--- src/rtl/pipeline_hazard_ctrl.sv ---
// pipeline_hazard_ctrl
// Central stall/flush controller for the 5-stage core. Drives the PC write
// enable, the IF/ID enable/flush and the ID/EX bubble input. It resolves
// load-use hazards, taken-branch flushes from EX and the start/done
// handshake of the multi-cycle mul/div unit (with a timeout abort). It also
// keeps saturating counters of stall and flush cycles.
//
// Ports:
//   clk, rst              clock, synchronous active-high reset
//   id_*                  ID-stage instruction info (valid, sources, mul/div)
//   ex_*                  EX-stage instruction info (valid, rd, load, taken)
//   md_done               mul/div result ready (1-cycle pulse)
//   md_start              1-cycle start pulse to the mul/div unit
//   pc_en, if_id_en       PC and IF/ID write enables
//   if_id_flush           IF/ID loads a NOP
//   id_ex_bubble          ID/EX loads a zero control word
//   md_error              sticky mul/div timeout flag
//   stall_cnt, flush_cnt  saturating performance counters
module pipeline_hazard_ctrl #(
  parameter int REG_ADDR_W = 5,
  parameter int MD_TIMEOUT = 64,
  parameter int CNT_W      = 16
) (
  input  logic                  clk,
  input  logic                  rst,
  input  logic                  id_valid,
  input  logic [REG_ADDR_W-1:0] id_rs1,
  input  logic [REG_ADDR_W-1:0] id_rs2,
  input  logic                  id_use_rs1,
  input  logic                  id_use_rs2,
  input  logic                  id_is_md,
  input  logic                  ex_valid,
  input  logic [REG_ADDR_W-1:0] ex_rd,
  input  logic                  ex_mem_read,
  input  logic                  ex_branch_taken,
  input  logic                  md_done,
  output logic                  md_start,
  output logic                  pc_en,
  output logic                  if_id_en,
  output logic                  if_id_flush,
  output logic                  id_ex_bubble,
  output logic                  md_error,
  output logic [CNT_W-1:0]      stall_cnt,
  output logic [CNT_W-1:0]      flush_cnt
);

  localparam int TMO_W = $clog2(MD_TIMEOUT);

  localparam logic [1:0] ST_RUN      = 2'd0;
  localparam logic [1:0] ST_MD_BUSY  = 2'd1;
  localparam logic [1:0] ST_MD_DRAIN = 2'd2;

  localparam logic [REG_ADDR_W-1:0] REG_ZERO = {REG_ADDR_W{1'b0}};
  localparam logic [TMO_W-1:0]      TMO_ZERO = {TMO_W{1'b0}};
  localparam logic [TMO_W-1:0]      TMO_ONE  = TMO_W'(1);
  localparam logic [TMO_W-1:0]      TMO_LAST = TMO_W'(MD_TIMEOUT - 1);
  localparam logic [CNT_W-1:0]      CNT_ZERO = {CNT_W{1'b0}};
  localparam logic [CNT_W-1:0]      CNT_ONE  = CNT_W'(1);
  localparam logic [CNT_W-1:0]      CNT_MAX  = {CNT_W{1'b1}};

  logic [1:0]       state_r;
  logic [1:0]       state_nxt_s;
  logic [TMO_W-1:0] tmo_r;
  logic [TMO_W-1:0] tmo_nxt_s;
  logic             tmo_hit_s;
  logic             md_error_r;
  logic [CNT_W-1:0] stall_cnt_r;
  logic [CNT_W-1:0] flush_cnt_r;
  logic             lu_s;
  logic             pc_en_s;
  logic             if_id_en_s;
  logic             if_id_flush_s;
  logic             id_ex_bubble_s;
  logic             md_start_s;

  // Load-use hazard: a load in EX writes a register the ID instruction reads.
  // x0 is never a real dependency.
  always_comb begin
    lu_s = 1'b0;
    if (ex_valid && ex_mem_read && (ex_rd != REG_ZERO) && id_valid) begin
      lu_s = (id_use_rs1 && (id_rs1 == ex_rd)) ||
             (id_use_rs2 && (id_rs2 == ex_rd));
    end else begin
      lu_s = 1'b0;
    end
  end

  // Control outputs and next state from the registered state and live inputs.
  always_comb begin
    pc_en_s        = 1'b0;
    if_id_en_s     = 1'b0;
    if_id_flush_s  = 1'b0;
    id_ex_bubble_s = 1'b1;
    md_start_s     = 1'b0;
    state_nxt_s    = state_r;
    tmo_nxt_s      = tmo_r;
    tmo_hit_s      = 1'b0;
    if (rst) begin
      state_nxt_s = ST_RUN;
      tmo_nxt_s   = TMO_ZERO;
    end else begin
      case (state_r)
        ST_RUN: begin
          if (ex_branch_taken) begin
            // The flush kills whatever sits in ID, so lu and md are moot.
            pc_en_s        = 1'b1;
            if_id_en_s     = 1'b1;
            if_id_flush_s  = 1'b1;
            id_ex_bubble_s = 1'b1;
          end else if (lu_s) begin
            // One stall cycle: next cycle EX holds the bubble and lu clears.
            pc_en_s        = 1'b0;
            if_id_en_s     = 1'b0;
            id_ex_bubble_s = 1'b1;
          end else if (id_valid && id_is_md) begin
            md_start_s     = 1'b1;
            pc_en_s        = 1'b0;
            if_id_en_s     = 1'b0;
            id_ex_bubble_s = 1'b1;
            tmo_nxt_s      = TMO_ZERO;
            state_nxt_s    = ST_MD_BUSY;
          end else begin
            pc_en_s        = 1'b1;
            if_id_en_s     = 1'b1;
            id_ex_bubble_s = 1'b0;
          end
        end
        ST_MD_BUSY: begin
          // EX holds only bubbles here, so a taken branch cannot occur.
          tmo_nxt_s = tmo_r + TMO_ONE;
          if (md_done) begin
            state_nxt_s = ST_MD_DRAIN;
          end else if (tmo_r == TMO_LAST) begin
            tmo_hit_s   = 1'b1;
            state_nxt_s = ST_MD_DRAIN;
          end else begin
            state_nxt_s = ST_MD_BUSY;
          end
        end
        ST_MD_DRAIN: begin
          // Let the mul/div instruction advance without looking at id_is_md,
          // otherwise it would re-trigger the unit.
          pc_en_s    = 1'b1;
          if_id_en_s = 1'b1;
          if (ex_branch_taken) begin
            if_id_flush_s  = 1'b1;
            id_ex_bubble_s = 1'b1;
          end else begin
            id_ex_bubble_s = 1'b0;
          end
          state_nxt_s = ST_RUN;
        end
        default: begin
          state_nxt_s = ST_RUN;
          tmo_nxt_s   = TMO_ZERO;
        end
      endcase
    end
  end

  // State, timeout counter, sticky error flag and saturating counters.
  always_ff @(posedge clk) begin
    if (rst) begin
      state_r     <= ST_RUN;
      tmo_r       <= TMO_ZERO;
      md_error_r  <= 1'b0;
      stall_cnt_r <= CNT_ZERO;
      flush_cnt_r <= CNT_ZERO;
    end else begin
      state_r <= state_nxt_s;
      tmo_r   <= tmo_nxt_s;
      if (tmo_hit_s) begin
        md_error_r <= 1'b1;
      end
      if (!pc_en_s && (stall_cnt_r != CNT_MAX)) begin
        stall_cnt_r <= stall_cnt_r + CNT_ONE;
      end
      if (if_id_flush_s && (flush_cnt_r != CNT_MAX)) begin
        flush_cnt_r <= flush_cnt_r + CNT_ONE;
      end
    end
  end

  assign md_start     = md_start_s;
  assign pc_en        = pc_en_s;
  assign if_id_en     = if_id_en_s;
  assign if_id_flush  = if_id_flush_s;
  assign id_ex_bubble = id_ex_bubble_s;
  assign md_error     = md_error_r;
  assign stall_cnt    = stall_cnt_r;
  assign flush_cnt    = flush_cnt_r;

endmodule

--- config.mk ---
export PLATFORM = sky130hd
export DESIGN_NAME = pipeline_hazard_ctrl
export DESIGN_NICKNAME = d
export VERILOG_FILES = /design/src/rtl/pipeline_hazard_ctrl.sv
export SDC_FILE = /design/constraint.sdc
export NUM_CORES = 1
export LEC_CHECK = 0
export BUFFER_PORTS_ARGS = -buffer_cell sky130_fd_sc_hd__buf_2
export CORE_MARGIN = 2
export CORE_UTILIZATION = 46
export CTS_CLUSTER_DIAMETER = 30
export DETAILED_ROUTE_END_ITERATION = 10
export GPL_TIMING_DRIVEN = 0
export PLACE_DENSITY = 0.75
export SKIP_LAST_GASP = 1
export SYNTH_ARGS = -nofsm -noshare
export SYNTH_HDL_FRONTEND = slang
export SYNTH_SLANG_ARGS = --single-unit
--- constraint.sdc ---
create_clock -name clk -period 1.9 [get_ports clk]
set_input_delay 0.285 -clock clk [delete_from_list [all_inputs] [get_ports clk]]
set_output_delay 0.285 -clock clk [all_outputs]
set_load 0.05 [all_outputs]
* Word-level counts from Yosys, hierarchy flattened
Index checks and enable logic that the tools add are counted.
Widths: inputs -> output; s select.
** Word-level totals
- Word-level logic and storage cells :: 66
- Output and inout port bits :: 38
- Bits in registers :: 41
- Input port bits :: 25
** Cells by class
- Equality and inequality tests :: 10
- Muxes and demuxes :: 32
- Bitwise operators :: 1
- Reduce and logical (&&, ||, !) cells :: 15
- Add/subtract/negate cells :: 3
** Operator list (number)
- $add 16x1->16 const B :: 2
- $ne 16x16->1 const B :: 2
- $mux 1 :: 20
- $mux 6 :: 3
- $pmux 6 s3 :: 1
- $eq 5x5->1 :: 2
- $mux 2 :: 5
- $logic_and 1x1->1 :: 8
- $add 6x1->6 const B :: 1
- $eq 6x6->1 const B :: 1
- $ne 2x2->1 const B :: 3
- $reduce_bool 5->1 :: 1
- $pmux 1 s2 :: 2
- $pmux 2 s2 :: 1
- $reduce_and 4->1 :: 1
- $reduce_and 3->1 :: 1
- $eq 2x1->1 const B :: 1
- $eq 2x2->1 const B :: 1
- $logic_not 2->1 :: 1
- $reduce_or 2->1 :: 1
- $logic_not 1->1 :: 1
- $logic_or 1x1->1 :: 1
- $not 1->1 :: 1

* Longest topological paths before layout
Gate-level depths: netlist of the first run.
- Depth in word-level cells :: 10
- Gate-level depth with buffers :: 9
- Depth with buffers taken out :: 8

* Worst setup path after synthesis of the first run
No wires, ideal clock.
- Path type :: register to output
- Start point :: reg state_r[1]
- End point :: out md_start
- Path slack :: -1.469 ns
- Cell stages (with the launch flop) :: 4
- Data arrival time :: 3.084 ns
- Path buffers :: 0
- Cells stage by stage :: dfxtp_1 > nor2_1 > nand3_1 > a2111oi_0
** Between the ends
- Longest elaborated chain between the ends :: 3
** Ends and longest elaborated chain
- start: declaration :: RTL line 61 : logic [1:0] state_r;
- start signal: assignment :: RTL line 170 : state_r <= state_nxt_s;
- $logic_not 2->1 :: RTL line 102 : case (state_r)
- $mux 1 :: RTL line 102
- $mux 1 :: RTL line 98 : if (rst) begin
- end: declaration :: RTL line 37 : output logic md_start,
No other way between the ends.

* Final worst setup path of the first run
- Start point :: reg stall_cnt_r[0] (netlist: stall_cnt[0])
- End point :: reg stall_cnt_r[6] (netlist: stall_cnt[6])
** Between the ends
- Longest elaborated chain between the ends :: 2
** Ends and longest elaborated chain
- start: declaration :: RTL line 67 : logic [CNT_W-1:0] stall_cnt_r;
- start signal: assignment :: RTL line 176 : stall_cnt_r <= stall_cnt_r + CNT_ONE;
- branches (longest 2 deep; another with $add 16x1->16)
Several ways; the timed one is not identified.
A chain may end at the register's enable or synchronous reset.

==> results of run 1 <==
==> cells in the mapped netlist, types with 3 or more instances <==
cell       n  area, um^2
and3_1     3        18.8
nand2b_1   3        18.8
nor3_1     6        30.0
dfxtp_1   41         821
nor2_1    32         120
a21oi_1   21         105
o21ai_0    8        40.0
xnor2_1   20         175
xor2_1     5        43.8
and4_1     5        43.8
clkbuf_1   5        18.8
or4_1      3        22.5
nand4_1   10        62.6
o21ai_1    9        45.0
nand2_1   22        82.6
ha_1       3        37.5
or3_1     13        81.3
nand3_1   11        55.1
inv_1      3        11.3
a311oi_1   3        26.3
==> kinds of logic after synthesis <==
family / synth area share, %
fa+ha+maj: 1.77
buf+inv: 3.07
xor+xnor: 10.3
simple gates: 29.5
flops: 38.7
compound gates: 15.6
mux: 0.945
==> final timing paths <==
kind                             start                   endpoint  slack, ps  cells past startpoint
min                            md_done    state_r[1]$_SDFFE_PP0P_        290                      3
max reg2reg  stall_cnt[0]$_SDFFE_PP0P_  stall_cnt[6]$_SDFFE_PP0P_        -10                      9
max          stall_cnt[0]$_SDFFE_PP0P_  stall_cnt[6]$_SDFFE_PP0P_        -10                      9
min reg2reg      md_error$_SDFFE_PP0P_      md_error$_SDFFE_PP0P_        470                      2
==> routing by layer <==
layer | vias to the layer above | part of all wire, % | wire length, um | track usage [%]
met5 | - | 0 | 0 | 0
met4 | 0 | 1.1 | 57 | 5.03
met3 | 7 | 6.7 | 344 | 4.50
met2 | 69 | 48 | 2470 | 33.5
met1 | 1010 | 44 | 2270 | 24.3
li1 | 1087 | - | - | -
==> cells in the final DEF, fill, tap and decap left out, types with 9 or more instances in the layout <==
cell     Yosys  final
buf_2        1     59
buf_4        1      9
nand4_1     10     10
dfxtp_2      0     18
nand2_1     22     22
xnor2_1     20     20
nor2_1      32     31
nand3_1     11     10
a21oi_1     21     19
or3_1       13     12
dfxtp_1     41     17
==> stage by stage <==
stage                     TNS [ps]  utilization [%]  instances
after floorplan              -28.3                -        257
after global placement       -2460             59.0        370
after detailed placement     -3100             59.0        370
after CTS                    -5.07             63.8        384
after global routing          -679             65.7        387
final                        -16.6             65.7        387
==> area by class of cell <==
| type | count | area, um^2 | share of cell area (%) |
|---|---|---|---|
| multi-input combinational | 204 | 1360 | 47.1 |
| sequential | 41 | 866 | 30.1 |
| timing repair buffer | 70 | 432 | 15.0 |
| clock buffer | 7 | 76.3 | 2.65 |
| tap | 52 | 65.1 | 2.26 |
| buffer | 9 | 61.3 | 2.13 |
| inverter | 3 | 15.0 | 0.522 |
| clock inverter | 1 | 7.51 | 0.261 |
==> worst max-delay path, delay by kind of cell, from the launching register on <==
family                   cells  cell delay, ps
flip-flops                   1             350
AND/OR/NAND/NOR              3             520
AO/OA/AOI/OAI                3             450
buffers and inverters        2             300
adder cells (fa/ha/maj)      1             160
==> power by group <==
group | internal, mW | switching [mW]
registers | 0.868 | 0.0143
logic | 0.123 | 0.168
clock network | 0.260 | 0.285
==> registers in the layout, indices dropped and copies added, names as in the netlist <==
signal / flops
flush_cnt: 16
stall_cnt: 16
tmo_r: 6
state_r: 2
md_error: 1
==> what timing repair did <==
item                       in CTS  in global routing
cloned                          1                  1
pin swaps                       4                  9
setup buffers                   5                  2
gates resized for setup        11                 13
setup endpoints to repair      17                 23
==> impl_metrics.tcl, run 1 <==
set metrics [dict create \
    status "complete, but fails checks" \
    violations "negative setup slack" \
    required_ps 2060 \
    antenna_found_initial 0 \
    postPlaceCellArea_um2 2580 \
    grt_pass1_wl_um 8110 \
    syn_area_um2 2120 \
    cts_tree "yes" \
    synth.distinct_cells 46 \
    worstPathCellList "ha_4 -> nand3_4 -> and4bb_1 -> and3b_1 -> a21oi_2 -> buf_6 -> clkbuf_16 -> o31ai_1 -> a21oi_1" \
    io_pins 63 \
    fillers 376 \
    post_synth.cell_area_avg_um2 8.25 \
    initial_core_util_pct 48.3 \
    synth_warnings 0 \
    track_usage_pct 19.4 \
    slowest_stage "dfxtp_4" \
    place_hpwl_um 3510 \
    power_mw 1.72 \
    worst_pin_slew_ps 528 \
    cts_made_buffers 5 \
    ys_ff_latch 41 \
    maxCapViolations 0 \
    ys_seq_area_share_pct 38.7 \
    synth_edf_count 0 \
    finalWirelength_um 5140 \
    rsz0062_at_grt "yes" \
    fin_area_um2 2880 \
    whs_ps 289 \
    synth_flop_cell "dfxtp_1" \
    insertion_delay_ps 290 \
    drtIter0Drc 117 \
    core_area_um2 4380 \
    syn_nets 285 \
    cts_root_buf "clkbuf_8" \
    end_kind "flip-flop" \
    max_stage_delay_ps 350 \
    critical_path.startpoint_type "flip-flop" \
    antenna_cells 0 \
    ctsHoldBuffers 0 \
    grt_pass1_vias 1841 \
    hp-class "in -> reg" \
    power_density_nw_per_um2 597 \
    routabilityCongestion 0.766 \
    post_drt_via_cell_ratio 5.61 \
    crit_fanout 4 \
    period_share_pct 101 \
    dp_slack_ps -225 \
    grt_max_degree 13 \
    final_nets 362 \
    worst_slack_ps -10.4 \
    relSlewSlack_pct 64.8 \
    final_layout_size_suffix_gt1_share_pct 37.9 \
    hold_violations 0 \
    htree_levels 2 \
    clock-sinks 41 \
    vias 2173 \
    arrival_ps 2070 \
    ant_nets 0 \
    wl_per_cell_um 13.3 \
    fin_crit_ps 1910 \
    drc 0 \
    fin_skew_ps 10.9 \
    setup_viol 2 \
    drtPass1Iterations 4 \
    die_h_um 71.9 \
    p_leak_nw 1.10 \
    fp.dieW_um 71.9 \
    dieArea_um2 5170 \
    area_growth_pct 35.8 \
    portBuffers 61 \
    clk_pin_slew_ps 80 \
    worstSetupPathType "reg -> reg" \
    grt_overflow 0 \
    async_flop_share_pct 0 \
    rows 24 \
    cts_buffer_depth 2 \
    slew_violations 0 \
    timing.fmax_mhz 523 \
    syn_inst 257 \
    ir_drop_uv 358 \
]
(Power assumes the default switching activity.)
==> run 2: changes to the inputs <==
--- a/config.mk
+++ b/config.mk
@@ -12,6 +12,7 @@
 export DETAILED_ROUTE_END_ITERATION = 10
 export GPL_TIMING_DRIVEN = 0
 export PLACE_DENSITY = 0.75
+export SETUP_SLACK_MARGIN = 0.5
 export SKIP_LAST_GASP = 1
 export SYNTH_ARGS = -nofsm -noshare
 export SYNTH_HDL_FRONTEND = slang
==> impl_metrics.tcl, run 2 (synthesized netlist as in run 1, its figures left out) <==
set metrics [dict create \
    timing.fmax_mhz 514 \
    hold_violations 0 \
    crit_fanout 7 \
    wl_per_cell_um 14.6 \
    final_layout_size_suffix_gt1_share_pct 52.1 \
    ctsHoldBuffers 0 \
    dp_slack_ps -109 \
    post_drt_via_cell_ratio 5.65 \
    worstPathCellList "and4_4 -> and4bb_1 -> and3b_1 -> a21oi_2 -> buf_6 -> buf_8 -> mux2i_1 -> nor2_1" \
    p_seq_share_pct 49.2 \
    insertion_delay_ps 300 \
    multi_input_area_um2 1560 \
    status "complete, but fails checks" \
    cts_tree "yes" \
    drtIter0Drc 95 \
    ant_nets 0 \
    initial_core_util_pct 48.3 \
    final_nets 380 \
    slew_violations 0 \
    fp.dieW_um 71.9 \
    drc 0 \
    grt_pass1_wl_um 8980 \
    antenna_cells 0 \
    cts_buffer_depth 2 \
    track_usage_pct 21.7 \
    finalNonFillerCells 405 \
    relSlewSlack_pct 67.0 \
    htree_levels 2 \
    worst_slack_ps -43.7 \
    clock-sinks 41 \
    routabilityCongestion 0.784 \
    power_density_nw_per_um2 542 \
    io_pins 63 \
    grt_max_degree 14 \
    dp_cells 370 \
    power_switching_mw 0.512 \
    period_share_pct 102 \
    grt_pass1_vias 2061 \
    swShare_pct 28.6 \
    die_h_um 71.9 \
    dieArea_um2 5170 \
    cts_root_buf "clkbuf_8" \
    drtPass1Iterations 5 \
    path_delay_family "simple AND/OR/NAND/NOR gates" \
    place_hpwl_um 3690 \
    ir_drop_uv 383 \
    p_comb_share_pct 19.3 \
    max_stage_delay_ps 390 \
    p_int_mw 1.28 \
    fillers 317 \
    finalWirelength_um 5910 \
    vias 2287 \
    rows 24 \
    worst_pin_slew_ps 495 \
    mostFrequentLayoutCell "buf_2" \
    violations "negative setup slack" \
    critical_path.startpoint_type "flip-flop" \
    area_growth_pct 56.3 \
    cp_num_buf_inv 2 \
    final_cell_mix "49 x buf_2, 28 x nor2_1, 25 x dfxtp_2, 23 x buf_6" \
    rsz0062_at_grt "yes" \
    maxCapViolations 0 \
    cts_made_buffers 5 \
    portBuffers 61 \
    fin_skew_ps 8.50 \
    clk_pin_slew_ps 80 \
    register_area_um2 871 \
    arrival_ps 2130 \
    grt_overflow 0 \
    core_area_um2 4380 \
    fin_crit_ps 1940 \
    clkPwrFrac_pct 31.6 \
    end_kind "flip-flop" \
    setup_viol 6 \
    p_leak_nw 1.28 \
    required_ps 2080 \
    slowest_stage "dfxtp_2" \
    hp-class "in -> reg" \
    worstSetupPathType "reg -> reg" \
    antenna_found_initial 0 \
]
==> run 2: changes by cell type in the layout (fill, tap and decap cells not counted), moves of 4 or more <==
cell	delta
buf_6	+21
buf_2	-10
xnor2_1	-8
xnor2_2	+8
buf_4	+7
dfxtp_2	+7
dfxtp_1	-6
o21ai_1	-5
o21ai_2	+4
==> run 2: final timing paths <==
path,startpoint,to,slack (ps),depth (start not counted)
worst max-delay path,stall_cnt[9]$_SDFFE_PP0P_,stall_cnt[1]$_SDFFE_PP0P_,-40,8
worst max register to register,stall_cnt[9]$_SDFFE_PP0P_,stall_cnt[1]$_SDFFE_PP0P_,-40,8
worst min register to register,md_error$_SDFFE_PP0P_,md_error$_SDFFE_PP0P_,470,2
worst min-delay path,md_done,state_r[1]$_SDFFE_PP0P_,270,3
==> run 2: routing by layer <==
layer	track usage, %	vias to the layer above	share of wire (%)
li1	-	1119	-
met1	25.2	1091	41
met2	38.0	68	51
met3	5.20	9	5.6
met4	9.22	0	1.5
met5	0	-	0
==> run 2: area by class of cell <==
cell class              instances  area share, %
repair buffers                 88           19.6
plain buffers                   9           2.08
flip-flops and latches         41           26.3
clock inverters                 3          0.529
multi-input cells             204           47.0
inverters                       3          0.453
well taps                      52           1.96
clock buffers                   5           2.08
==> run 2: worst register-to-register path: stages, from the launching register on <==
cell	delay [ps]
dfxtp_2	390
and4_4	270
and4bb_1	230
and3b_1	200
a21oi_2	220
buf_6	180
buf_8	130
mux2i_1	170
nor2_1	50
==> run 2: per-stage QoR <==
stage	TNS [ps]	power (mW)	cell area [um^2]	hold WS [ps]	util, %
final	-160	1.79	3310	271	75.5
after global routing	-1120	1.87	3310	286	75.5
after CTS	0	1.77	3080	268	70.3
after detailed placement	-676	1.16	2690	456	61.3
after global placement	-485	1.16	2690	451	61.3
after floorplan	-25.8	1.08	2320	454	-
==> run 2: power groups by stage <==
stage / Combinational [mW] / Sequential (mW) / Clock (mW)
6_report: 0.346 / 0.882 / 0.566
5_1_grt: 0.368 / 0.885 / 0.612
4_1_cts: 0.314 / 0.882 / 0.576
3_5_place_dp: 0.252 / 0.909 / 0
3_3_place_gp: 0.247 / 0.908 / 0
2_1_floorplan: 0.144 / 0.940 / 0
==> run 2: what timing repair did <==
item | CTS | global route
endpoints found under the setup margin | 43 | 42
pin swaps | 28 | 19
setup buffers | 19 | 7
resized for setup | 38 | 37
gates cloned | 1 | 0
==> run 3: changes to the inputs <==
--- a/config.mk
+++ b/config.mk
@@ -11,7 +11,7 @@
 export CTS_CLUSTER_DIAMETER = 30
 export DETAILED_ROUTE_END_ITERATION = 10
 export GPL_TIMING_DRIVEN = 0
-export PLACE_DENSITY = 0.75
+export PLACE_DENSITY_LB_ADDON = 0.08
 export SETUP_SLACK_MARGIN = 0.5
 export SKIP_LAST_GASP = 1
 export SYNTH_ARGS = -nofsm -noshare
==> impl_metrics.tcl, run 3 (synthesized netlist as in run 1, its figures left out) <==
set metrics [dict create \
    power_density_nw_per_um2 550 \
    status "complete, but fails checks" \
    end_kind "flip-flop" \
    whs_endpoint "state_r[1]$_SDFFE_PP0P_" \
    core_area_um2 4380 \
    timing.rr.start "stall_cnt[1]$_SDFFE_PP0P_" \
    track_usage_pct 22.0 \
    dp_cells 370 \
    final_layout_size_suffix_gt1_share_pct 50.4 \
    fin_crit_ps 1910 \
    antenna_found_initial 0 \
    fp.dieW_um 71.9 \
    cts_made_buffers 5 \
    power_mw 1.79 \
    hold_violations 0 \
    whs_ps 282 \
    ant_nets 0 \
    area_growth_pct 53.8 \
    drtIter0Drc 104 \
    hp-start "md_done" \
    crit_fanout 6 \
    worstSetupPathType "reg -> reg" \
    grt_pass1_vias 1997 \
    wl_per_cell_um 13.9 \
    finalWirelength_um 5570 \
    critical_path.startpoint_type "flip-flop" \
    worst_pin_slew_ps 543 \
    cts_buffer_depth 2 \
    ir_drop_uv 335 \
    r2r_cells 9 \
    rows 24 \
    finalNonFillerCells 401 \
    mostFrequentLayoutCell "buf_2" \
    grt_pass1_wl_um 9100 \
    vias 2215 \
    fin_skew_ps 4.51 \
    rsz0062_at_grt "yes" \
    relSlewSlack_pct 63.8 \
    timing.fmax_mhz 524 \
    clk_pin_slew_ps 70 \
    final_nets 377 \
    die_h_um 71.9 \
    maxCapViolations 0 \
    p_leak_nw 1.29 \
    drtPass1Iterations 4 \
    required_ps 2110 \
    hp-class "in -> reg" \
    post_drt_via_cell_ratio 5.52 \
    final_cell_mix "49 x buf_2, 29 x nor2_1, 25 x dfxtp_2, 20 x buf_6, 18 x nand2_1" \
    worst_slack_ps -8.65 \
    antenna_cells 0 \
    fin_util_pct 74.3 \
    r2r_end "stall_cnt[8]$_SDFFE_PP0P_" \
    io_pins 63 \
    cts_root_buf "clkbuf_8" \
    arrival_ps 2120 \
    grt_max_degree 12 \
    ctsHoldBuffers 0 \
    initial_core_util_pct 48.3 \
    grt_overflow 0 \
    portBuffers 61 \
    period_share_pct 100 \
    clock-sinks 41 \
    cts_tree "yes" \
    setup_viol 1 \
    routabilityCongestion 0.792 \
    dieArea_um2 5170 \
    r2r_slack_ps -9 \
    insertion_delay_ps 290 \
    htree_levels 2 \
    hold_path_depth 3 \
    place_hpwl_um 3670 \
    slew_violations 0 \
    violations "negative setup slack" \
    drc 0 \
]
==> run 3: worst max-delay path: stages (launching register included) <==
cell and delay, ps:
dfxtp_4 360, ha_4 170, nand3_4 80, and4bb_1 230
and3b_1 230, a21oi_2 70, buf_6 140, buf_6 130
or3_1 300, a21oi_1 130
==> run 3: layer usage <==
metal	share of wire (%)	GRT usage [%]	vias up
li1	-	-	1112
met1	44	28.5	1033
met2	49	35.8	62
met3	5.8	5.06	8
met4	1.2	8.18	0
met5	0	0	-
==> run 3: how the worst max path moves through the flow <==
stage | from | end | depth (start not counted)
floorplan | stall_cnt[1]$_SDFFE_PP0P_ | stall_cnt[1]$_SDFFE_PP0P_ | 9
global placement | ex_branch_taken | stall_cnt[6]$_SDFFE_PP0P_ | 8
detailed placement | ex_rd[0] | id_ex_bubble | 8
CTS | stall_cnt[1]$_SDFFE_PP0P_ | stall_cnt[1]$_SDFFE_PP0P_ | 9
global route | stall_cnt[1]$_SDFFE_PP0P_ | stall_cnt[1]$_SDFFE_PP0P_ | 9
finish | stall_cnt[1]$_SDFFE_PP0P_ | stall_cnt[8]$_SDFFE_PP0P_ | 9
==> run 3: area by class of cell <==
class                   instances  area (um^2)
clock buffers                   7         86.3
multi-input cells             204         1530
flip-flops and latches         41          871
repair buffers                 85          626
plain buffers                   9         65.1
inverters                       3         15.0
fillers                       338         1120
well taps                      52         65.1
==> run 3: metrics by stage <==
stage	instance area (um^2)	setup TNS, ps	setup slack, ps
after global placement	2690	-604	-97.8
after CTS	3060	-1.28	-1.28
after global routing	3260	-963	-101
after floorplan	2320	-25.8	-25.8
after detailed placement	2690	-739	-113
final	3260	-8.65	-8.65
==> run 3: where the power goes <==
part | switching (mW) | total (mW) | internal [mW] | leakage, nW
sequential | 0.0140 | 0.884 | 0.870 | 0.347
clock | 0.275 | 0.563 | 0.288 | 0.0443
combinational | 0.186 | 0.347 | 0.162 | 0.899
total | 0.474 | 1.79 | 1.32 | 1.29
==> run 3: what timing repair did <==
item | 4_1_cts | 5_1_grt
pin swaps | 22 | 22
setup buffers | 18 | 5
cloned | 1 | 0
resized for setup | 36 | 36
endpoints found under the setup margin | 43 | 43
